$ cat src/rtl/enc_pkg.sv
// Shared types and helpers for the serial priority encoder.
// clog2_min1 keeps index ports at least one bit wide.
package enc_pkg;

  typedef enum logic {
    IDLE  = 1'b0,
    DRAIN = 1'b1
  } state_t;

  function automatic int clog2_min1(input int n);
    return (n <= 2) ? 1 : $clog2(n);
  endfunction

endpackage

$ cat src/rtl/prio_enc_comb.sv
// Combinational priority encoder: index of the highest (or lowest) set bit,
// plus any-bit-set and more-than-one-bit-set flags.
module prio_enc_comb
  import enc_pkg::*;
#(
  parameter int N         = 8,
  parameter bit MSB_FIRST = 1'b1
) (
  input  logic [N-1:0]                vec,
  output logic [clog2_min1(N)-1:0]    idx,
  output logic                        any,
  output logic                        multi
);

  localparam int W = clog2_min1(N);

  // Later iterations override earlier ones, so the scan direction sets priority.
  always_comb begin
    idx = '0;
    if (MSB_FIRST) begin
      for (int i = 0; i < N; i++) begin
        if (vec[i]) idx = W'(i);
      end
    end else begin
      for (int i = N - 1; i >= 0; i--) begin
        if (vec[i]) idx = W'(i);
      end
    end
  end

  assign any   = |vec;
  assign multi = |(vec & (vec - N'(1)));

endmodule

$ cat src/rtl/prio_encoder_serial.sv
// Serial priority encoder: accepts an N-bit request vector and drains one
// encoded index per beat for every set bit, in priority order.
//
// state | meaning
// IDLE  | in_ready high, waiting for a request vector
// DRAIN | one beat per set bit of pend; leaves after the last beat transfers
module prio_encoder_serial
  import enc_pkg::*;
#(
  parameter int N         = 8,
  parameter bit MSB_FIRST = 1'b1
) (
  input  logic                      clk,
  input  logic                      rst_n,
  input  logic                      in_valid,
  output logic                      in_ready,
  input  logic [N-1:0]              in_vec,
  output logic                      out_valid,
  input  logic                      out_ready,
  output logic [clog2_min1(N)-1:0]  out_idx,
  output logic                      out_last,
  output logic                      out_none,
  output logic                      out_multi
);

  localparam int W = clog2_min1(N);

  state_t       state, state_nxt;
  logic [N-1:0] pend, pend_nxt;
  logic         multi_q, none_q;
  logic [W-1:0] pend_idx, in_idx_unused;
  logic         pend_any_unused, pend_multi;
  logic         in_any, in_multi;
  logic         accept, beat, last;

  prio_enc_comb #(.N(N), .MSB_FIRST(MSB_FIRST)) u_in_enc (
    .vec   (in_vec),
    .idx   (in_idx_unused),
    .any   (in_any),
    .multi (in_multi)
  );

  prio_enc_comb #(.N(N), .MSB_FIRST(MSB_FIRST)) u_pend_enc (
    .vec   (pend),
    .idx   (pend_idx),
    .any   (pend_any_unused),
    .multi (pend_multi)
  );

  assign last   = ~pend_multi;
  assign accept = (state == IDLE) && in_valid;
  assign beat   = (state == DRAIN) && out_ready;

  always_ff @(posedge clk or negedge rst_n) begin
    if (!rst_n) state <= IDLE;
    else        state <= state_nxt;
  end

  always_comb begin
    state_nxt = state;
    case (state)
      IDLE:    if (in_valid) state_nxt = DRAIN;
      DRAIN:   if (out_ready && last) state_nxt = IDLE;
      default: state_nxt = IDLE;
    endcase
  end

  // pend and the flags load only on accept, so in_vec is never sampled otherwise.
  always_comb begin
    pend_nxt = pend;
    if (accept)    pend_nxt = in_vec;
    else if (beat) pend_nxt = pend & ~(N'(1) << pend_idx);
  end

  always_ff @(posedge clk or negedge rst_n) begin
    if (!rst_n) begin
      pend    <= '0;
      multi_q <= 1'b0;
      none_q  <= 1'b0;
    end else begin
      pend <= pend_nxt;
      if (accept) begin
        multi_q <= in_multi;
        none_q  <= ~in_any;
      end
    end
  end

  always_comb begin
    in_ready  = 1'b0;
    out_valid = 1'b0;
    out_idx   = '0;
    out_last  = 1'b0;
    out_none  = 1'b0;
    out_multi = 1'b0;
    case (state)
      IDLE:  in_ready = 1'b1;
      DRAIN: begin
        out_valid = 1'b1;
        out_idx   = pend_idx;
        out_last  = last;
        out_none  = none_q;
        out_multi = multi_q;
      end
      default: ;
    endcase
  end

endmodule

$ cat config.mk
export PLATFORM = sky130hd
export DESIGN_NAME = prio_encoder_serial
export DESIGN_NICKNAME = d
export VERILOG_FILES = /design/src/rtl/enc_pkg.sv /design/src/rtl/prio_enc_comb.sv /design/src/rtl/prio_encoder_serial.sv
export SDC_FILE = /design/constraint.sdc
export NUM_CORES = 1
export LEC_CHECK = 0
export CAP_MARGIN = 15
export CORE_UTILIZATION = 53
export DETAILED_ROUTE_END_ITERATION = 8
export GPL_ROUTABILITY_DRIVEN = 0
export PLACE_DENSITY = 0.89
export SLEW_MARGIN = 20
export SYNTH_ARGS = -nofsm -noshare
export SYNTH_HDL_FRONTEND = slang
export SYNTH_HIERARCHICAL = 1
export SYNTH_SLANG_ARGS = --single-unit
$ cat constraint.sdc
create_clock -name clk -period 4.1 [get_ports clk]
set_input_delay 0.41 -clock clk [delete_from_list [all_inputs] [get_ports clk]]
set_output_delay 0.41 -clock clk [all_outputs]
set_load 0.01 [all_outputs]
==> summary.txt, run 1 <==
Sw Ratio -> 42.2%
arrival time worst endpoint -> 2260 ps
RSZ-0062 raised after global routing -> no
Setup WS pre-CTS -> 1780 ps
Iter 0 DRT Violations -> 32
Port-buffer cells -> 19
starting density of the core -> 57.0%
dpl cells -> 126
antenna violations before repair -> 0
final setup fails -> 0
Worst Path Required -> 3690 ps
Root Driver -> clkbuf_4
internal cell power -> 0.399 mW
worst flop-to-flop path startpoint -> pend[2]
die area -> 1800 µm²
CTS tree -> done
CP Cell Sequence -> nor4_2 -> nand2b_1 -> nor3_1 -> o32ai_1 -> nor2_1 -> clkdlybuf4s50_1
Crit Path Class -> register to primary output
wire length per cell -> 17.1 µm
VDD IR-drop max -> 462 µV
Fmax achieved -> 375 MHz
Critical Path Sink Type -> primary output
Post-CTS Resized -> 0
Clock Path Buffers -> 2
CP top delay family -> simple AND/OR/NAND/NOR gates
layout cell share with drive strength beyond 1 -> 11.4%
final non-filler cell total -> 130
Hold WS -> 457 ps
Ys Warns -> 6
synthesized net count -> 106
first-pass GRT wire length -> 3.71 mm
DRC -> 0
clock buffer count from CTS -> 3
CP max stage cell -> clkdlybuf4s50_1
1st-pass router iterations -> 4
Comb pwr share -> 56.4%
Die W -> 42.5 µm
remaining antenna violation count -> 0
H-Tree Depth -> 1
GRT Util Overall -> 28.3%
synth-to-layout area growth -> 24.2%
static leakage -> 0.440 nW
Max Transition Viols Final -> 0
largest net degree at the start of global routing -> 28
postcts setup bufs -> 0
GRT Residual Overflow -> 0
Post-CTS Hold Fix Bufs -> 0
Critical Path Stages -> 6
Post-Syn Instances -> 94
Vert. Die Dim -> 42.5 µm
r2r worst-path depth -> 6
Num Clock Sinks -> 11
Post-Route WL -> 2.22 mm
slew margin rel. -> 48.7%
Clock Pin Slew Worst Setup and Hold Paths -> 80 ps
number of vias per cell -> 6.55
synthesized area -> 868 µm²
Hold Path Class -> primary input to async pin
Pwr per Cell Area -> 640 nW/µm²
period utilization -> 65.1%
nets -> 127
outcome -> finished, final reports clean
Worst Setup SP -> pend[2]
Max-Cap Viols -> 0
Cell Rows -> 14
final core utilization -> 70.8%
vias in the first global route -> 782
Via Count -> 852
Worst path max stage delay -> 540 ps
switching pwr -> 0.291 mW
Ant. Diodes -> 0
Sequential Power Share -> 31.7%
PnR worst setup slack -> 1430 ps
Final TNS setup -> 0 ps
I/O Pins -> 20
worst clock skew -> 10.2 ps
worst path bufs/invs -> 1
Slew @ Worst Pin -> 770 ps
worst skew pair latency -> 290 ps
Clock power frac -> 11.8%
Placeable Area -> 1520 µm²
Crit Path Max Fanout -> 7
syn_area_per_cell -> 9.24 µm²
DP HPWL -> 1.56 mm
Worst setup SP type -> register
shortest period the worst path allows -> 2670 ps
final hold violations -> 0
sequential cells by signal (all words and copies together) (netlist names):
signal   count
multi_q      1
state        1
none_q       1
pend         8
worst register-to-register path, cell delays in order, from the launching register on:
cell,delay [ps]
dfrtp_1,470
nand2b_1,180
a21oi_1,140
nor2_1,50
o21bai_1,300
nor4bb_1,390
o22ai_1,140
per-layer routing:
layer	vias to the layer above	track usage (%)	part of all wire (%)
met5	-	0	0
met4	0	13.1	2.6
met3	9	3.88	6.3
met2	45	44.9	48
met1	410	37.8	43
li1	388	-	-
layout by cell type (no fill, tap or decap):
cell             count
a211oi_2             2
a21oi_1              1
and2_1               4
and4_1               1
and4b_1              2
and4bb_2             2
clkbuf_1             1
clkbuf_4             3
clkdlybuf4s50_1     19
dfrtp_1             11
inv_1                7
maj3_1               2
mux2_4               1
mux2i_1              5
nand2_1              7
nand2b_1             3
nand3_1              3
nand3b_1             6
nor2_1               9
nor2b_1              2
nor2b_4              1
nor3_1               4
nor4_1               2
nor4_2               2
nor4bb_1             1
o21ai_0              1
o21bai_1             1
o22a_1               1
o22ai_1              4
o311ai_1             2
o311ai_2             2
o32ai_1              2
final timing paths:
kind                       slack, ps        to
min in group clk                 520   multi_q
max                             1430  out_last
max in group asynchronous       3280    none_q
min reg2reg                      520   multi_q
min                              460   pend[6]
max reg2reg                     2260   pend[1]
layout make-up:
cell class              instances  area, µm²
clock buffers                   4       26.3
flip-flops and latches         11        275
fillers                       120        445
multi-input cells              73        541
well taps                      16       20.0
repair buffers                 19        190
inverters                       7       26.3
stage by stage:
step	power, mW	cell area (µm²)
floorplan	0.451	868
global placement	0.583	1050
detailed placement	0.602	1050
CTS	0.685	1080
global route	0.735	1080
finish	0.691	1080
power by group through the flow:
stage	logic [mW]	registers, mW	clock network, mW
2_1_floorplan	0.256	0.195	0
3_3_place_gp	0.369	0.215	0
3_5_place_dp	0.382	0.220	0
4_1_cts	0.384	0.217	0.0833
5_1_grt	0.421	0.226	0.0882
6_report	0.390	0.219	0.0818
Note: power is estimated with default switching activity, not from simulation.
==> run 2, diff against run 1 <==
--- a/config.mk
+++ b/config.mk
@@ -6,10 +6,10 @@
 export NUM_CORES = 1
 export LEC_CHECK = 0
 export CAP_MARGIN = 15
-export CORE_UTILIZATION = 53
+export CORE_UTILIZATION = 44
 export DETAILED_ROUTE_END_ITERATION = 8
 export GPL_ROUTABILITY_DRIVEN = 0
-export PLACE_DENSITY = 0.89
+export PLACE_DENSITY = 0.8
 export SLEW_MARGIN = 20
 export SYNTH_ARGS = -nofsm -noshare
 export SYNTH_HDL_FRONTEND = slang
==> constraint.sdc (replaced) <==
create_clock -name clk -period 2.32 [get_ports clk]
set_input_delay 0.232 -clock clk [delete_from_list [all_inputs] [get_ports clk]]
set_output_delay 0.232 -clock clk [all_outputs]
set_load 0.01 [all_outputs]
==> run 2 against run 1 <==
Against the previous run:
- sequential cell count unchanged
- routed wire length shrank 0.81%
- core utilization shrank 5.2 points
- critical path depth unchanged
- non-clock buffer count increased by 10
- clock power up 63%
- sequential share of layout area fell by 1.9 points
- first-iteration DRC count fell by 66%
- combinational power increased by 110%
- global-route usage decreased by 4.2 points
- largest cell class unchanged
==> summary.txt, run 2 (synthesized netlist as in run 1, its figures left out) <==
r2r worst-path depth -> 8 (was 6)
Num Clock Sinks -> 11 (unchanged)
Worst Setup SP -> pend[2] (unchanged)
CTS tree -> done (unchanged)
Placeable Area -> 1780 µm² (was 1520 µm²)
starting density of the core -> 48.7% (was 57.0%)
worst flop-to-flop path startpoint -> pend[2] (unchanged)
nets -> 137 (was 127)
Critical path destination -> out_idx[0] (was out_last)
static leakage -> 0.493 nW (was 0.440 nW)
Clock Pin Slew Worst Setup and Hold Paths -> 70 ps (was 80 ps)
H-Tree Depth -> 1 (unchanged)
Critical R2R Capture -> pend[0] (was pend[1])
Post-CTS Hold Fix Bufs -> 0 (unchanged)
period utilization -> 95.8%
layout cell share with drive strength beyond 1 -> 20.2% (was 11.4%)
# fillers -> 148 (was 120)
Cell Rows -> 15 (was 14)
largest net degree at the start of global routing -> 21 (was 28)
final core utilization -> 65.5% (was 70.8%)
slew margin rel. -> 59.0% (was 48.7%)
GRT Util Overall -> 24.0% (was 28.3%)
Biggest register -> pend (unchanged)
Hold Path Class -> primary input to async pin (unchanged)
Iter 0 DRT Violations -> 11 (was 32)
Setup WS pre-CTS -> 257 ps (was 1780 ps)
final hold violations -> 0 (unchanged)
Pwr per Cell Area -> 1150 nW/µm² (was 640 nW/µm²)
antenna violations before repair -> 0 (unchanged)
Max-Cap Viols -> 0 (unchanged)
Sw Ratio -> 39.2% (was 42.2%)
Ant. Diodes -> 0 (unchanged)
Vert. Die Dim -> 46.4 µm (was 42.5 µm)
Worst setup SP type -> register (unchanged)
outcome -> finished, final reports clean (unchanged)
Die W -> 46.4 µm (was 42.5 µm)
flop2flop setup slack -> 440 ps (was 2260 ps)
Via Count -> 850 (was 852)
Slew @ Worst Pin -> 615 ps (was 770 ps)
number of vias per cell -> 5.70 (was 6.55)
GRT Residual Overflow -> 0 (unchanged)
first-pass GRT wire length -> 3.61 mm (was 3.71 mm)
vias in the first global route -> 812 (was 782)
Port-buffer cells -> 19 (unchanged)
Sequential Power Share -> 27.9% (was 31.7%)
max reg flops -> 8 (unchanged)
shortest period the worst path allows -> 2220 ps
internal cell power -> 0.816 mW (was 0.399 mW)
Crit Path Max Fanout -> 7 (unchanged)
switching pwr -> 0.526 mW (was 0.291 mW)
PnR worst setup slack -> 98.4 ps (was 1430 ps)
Crit Path Class -> register to primary output (unchanged)
VDD IR-drop max -> 631 µV (was 462 µV)
Comb pwr share -> 62.2% (was 56.4%)
wire length per cell -> 14.8 µm (was 17.1 µm)
Fmax achieved -> 450 MHz
DP HPWL -> 1.61 mm (was 1.56 mm)
worst clock skew -> 2.73 ps (was 10.2 ps)
commonest non-fill, non-tap cell in the layout -> clkdlybuf4s50_1 (unchanged)
remaining antenna violation count -> 0 (unchanged)
most frequent cells in the layout -> clkdlybuf4s50_1 (18), dfrtp_1 (10), buf_4 (10) (was clkdlybuf4s50_1 (19), dfrtp_1 (11), nor2_1 (9))
Worst Path Required -> 2090 ps (was 3690 ps)
Root Driver -> clkbuf_4 (unchanged)
Max Transition Viols Final -> 0 (unchanged)
clock buffer count from CTS -> 3 (unchanged)
1st-pass router iterations -> 4 (unchanged)
final setup fails -> 0 (unchanged)
DRC -> 0 (unchanged)
arrival time worst endpoint -> 1990 ps (was 2260 ps)
Clock Path Buffers -> 2 (unchanged)
die area -> 2160 µm² (was 1800 µm²)
worst skew pair latency -> 280 ps (was 290 ps)
I/O Pins -> 20 (unchanged)
Clock power frac -> 9.9% (was 11.8%)
Critical Path Sink Type -> primary output (unchanged)
synth-to-layout area growth -> 34.6% (was 24.2%)
Post-Route WL -> 2.20 mm (was 2.22 mm)
run 2: cell count changes in the layout (fill, tap and decap cells not counted):
| cell | change |
|---|---|
| clkdlybuf4s50_1 | -1 |
| o21bai_1 | -1 |
| dlygate4sd2_1 | +1 |
| dfrtp_2 | +1 |
| dfrtp_1 | -1 |
| buf_4 | +10 |
| o21bai_2 | +1 |
run 2: power by group through the flow:
stage,Clock [mW],Combinational [mW],Sequential (mW)
after floorplan,0,0.453,0.345
after global placement,0,0.673,0.372
after detailed placement,0,0.687,0.381
after CTS,0.140,0.735,0.372
after global routing,0.149,0.906,0.390
final,0.133,0.834,0.375
run 2: timing repair:
item                                    4_1_cts  5_1_grt
gates cloned                                  0        0
resized for setup                             3        0
pin swaps                                     1        1
setup buffers                                 4        4
endpoints found under the setup margin        2        1
run 2: worst max-delay path: stages, from the launching register on:
cell and delay [ps]:
dfrtp_1 440, nand2b_1 170, a21oi_1 150, nor2_1 70, o21bai_2 200, and2_1 150
clkdlybuf4s50_1 530
run 2: through the flow:
step                      setup TNS, ps  area, µm²  power [mW]  hold WS [ps]  std cells
after global routing              -4.44       1170        1.44           338        149
after floorplan                       0        868       0.798         -63.6         94
after detailed placement              0       1080        1.07           494        137
final                                 0       1170        1.34           282        149
after global placement                0       1080        1.04           484        137
after CTS                             0       1140        1.25           293        145
run 2: worst min-delay path by stage:
stage                       start  endpoint  depth (start not counted)
after floorplan             rst_n   multi_q                          0
after global placement    multi_q   multi_q                          1
after detailed placement  multi_q   multi_q                          1
after CTS                   rst_n     state                          1
after global routing        rst_n   pend[4]                          1
final                       rst_n   pend[6]                          1
run 2: per-layer routing:
metal	global-route usage, %	vias to the layer above	routed length [µm]
li1	-	410	-
met1	30.0	423	1020
met5	0	-	0
met4	7.06	0	23
met2	39.4	12	1100
met3	7.06	5	67
run 2: cell type report:
cell class                 count  area (µm²)  share of cell area, %
tap                           25        31.3                   2.68
multi-input combinational     73         544                   46.6
sequential                    11         277                   23.7
clock buffer                   4        26.3                   2.25
timing repair buffer          29         264                   22.6
inverter                       7        26.3                   2.25
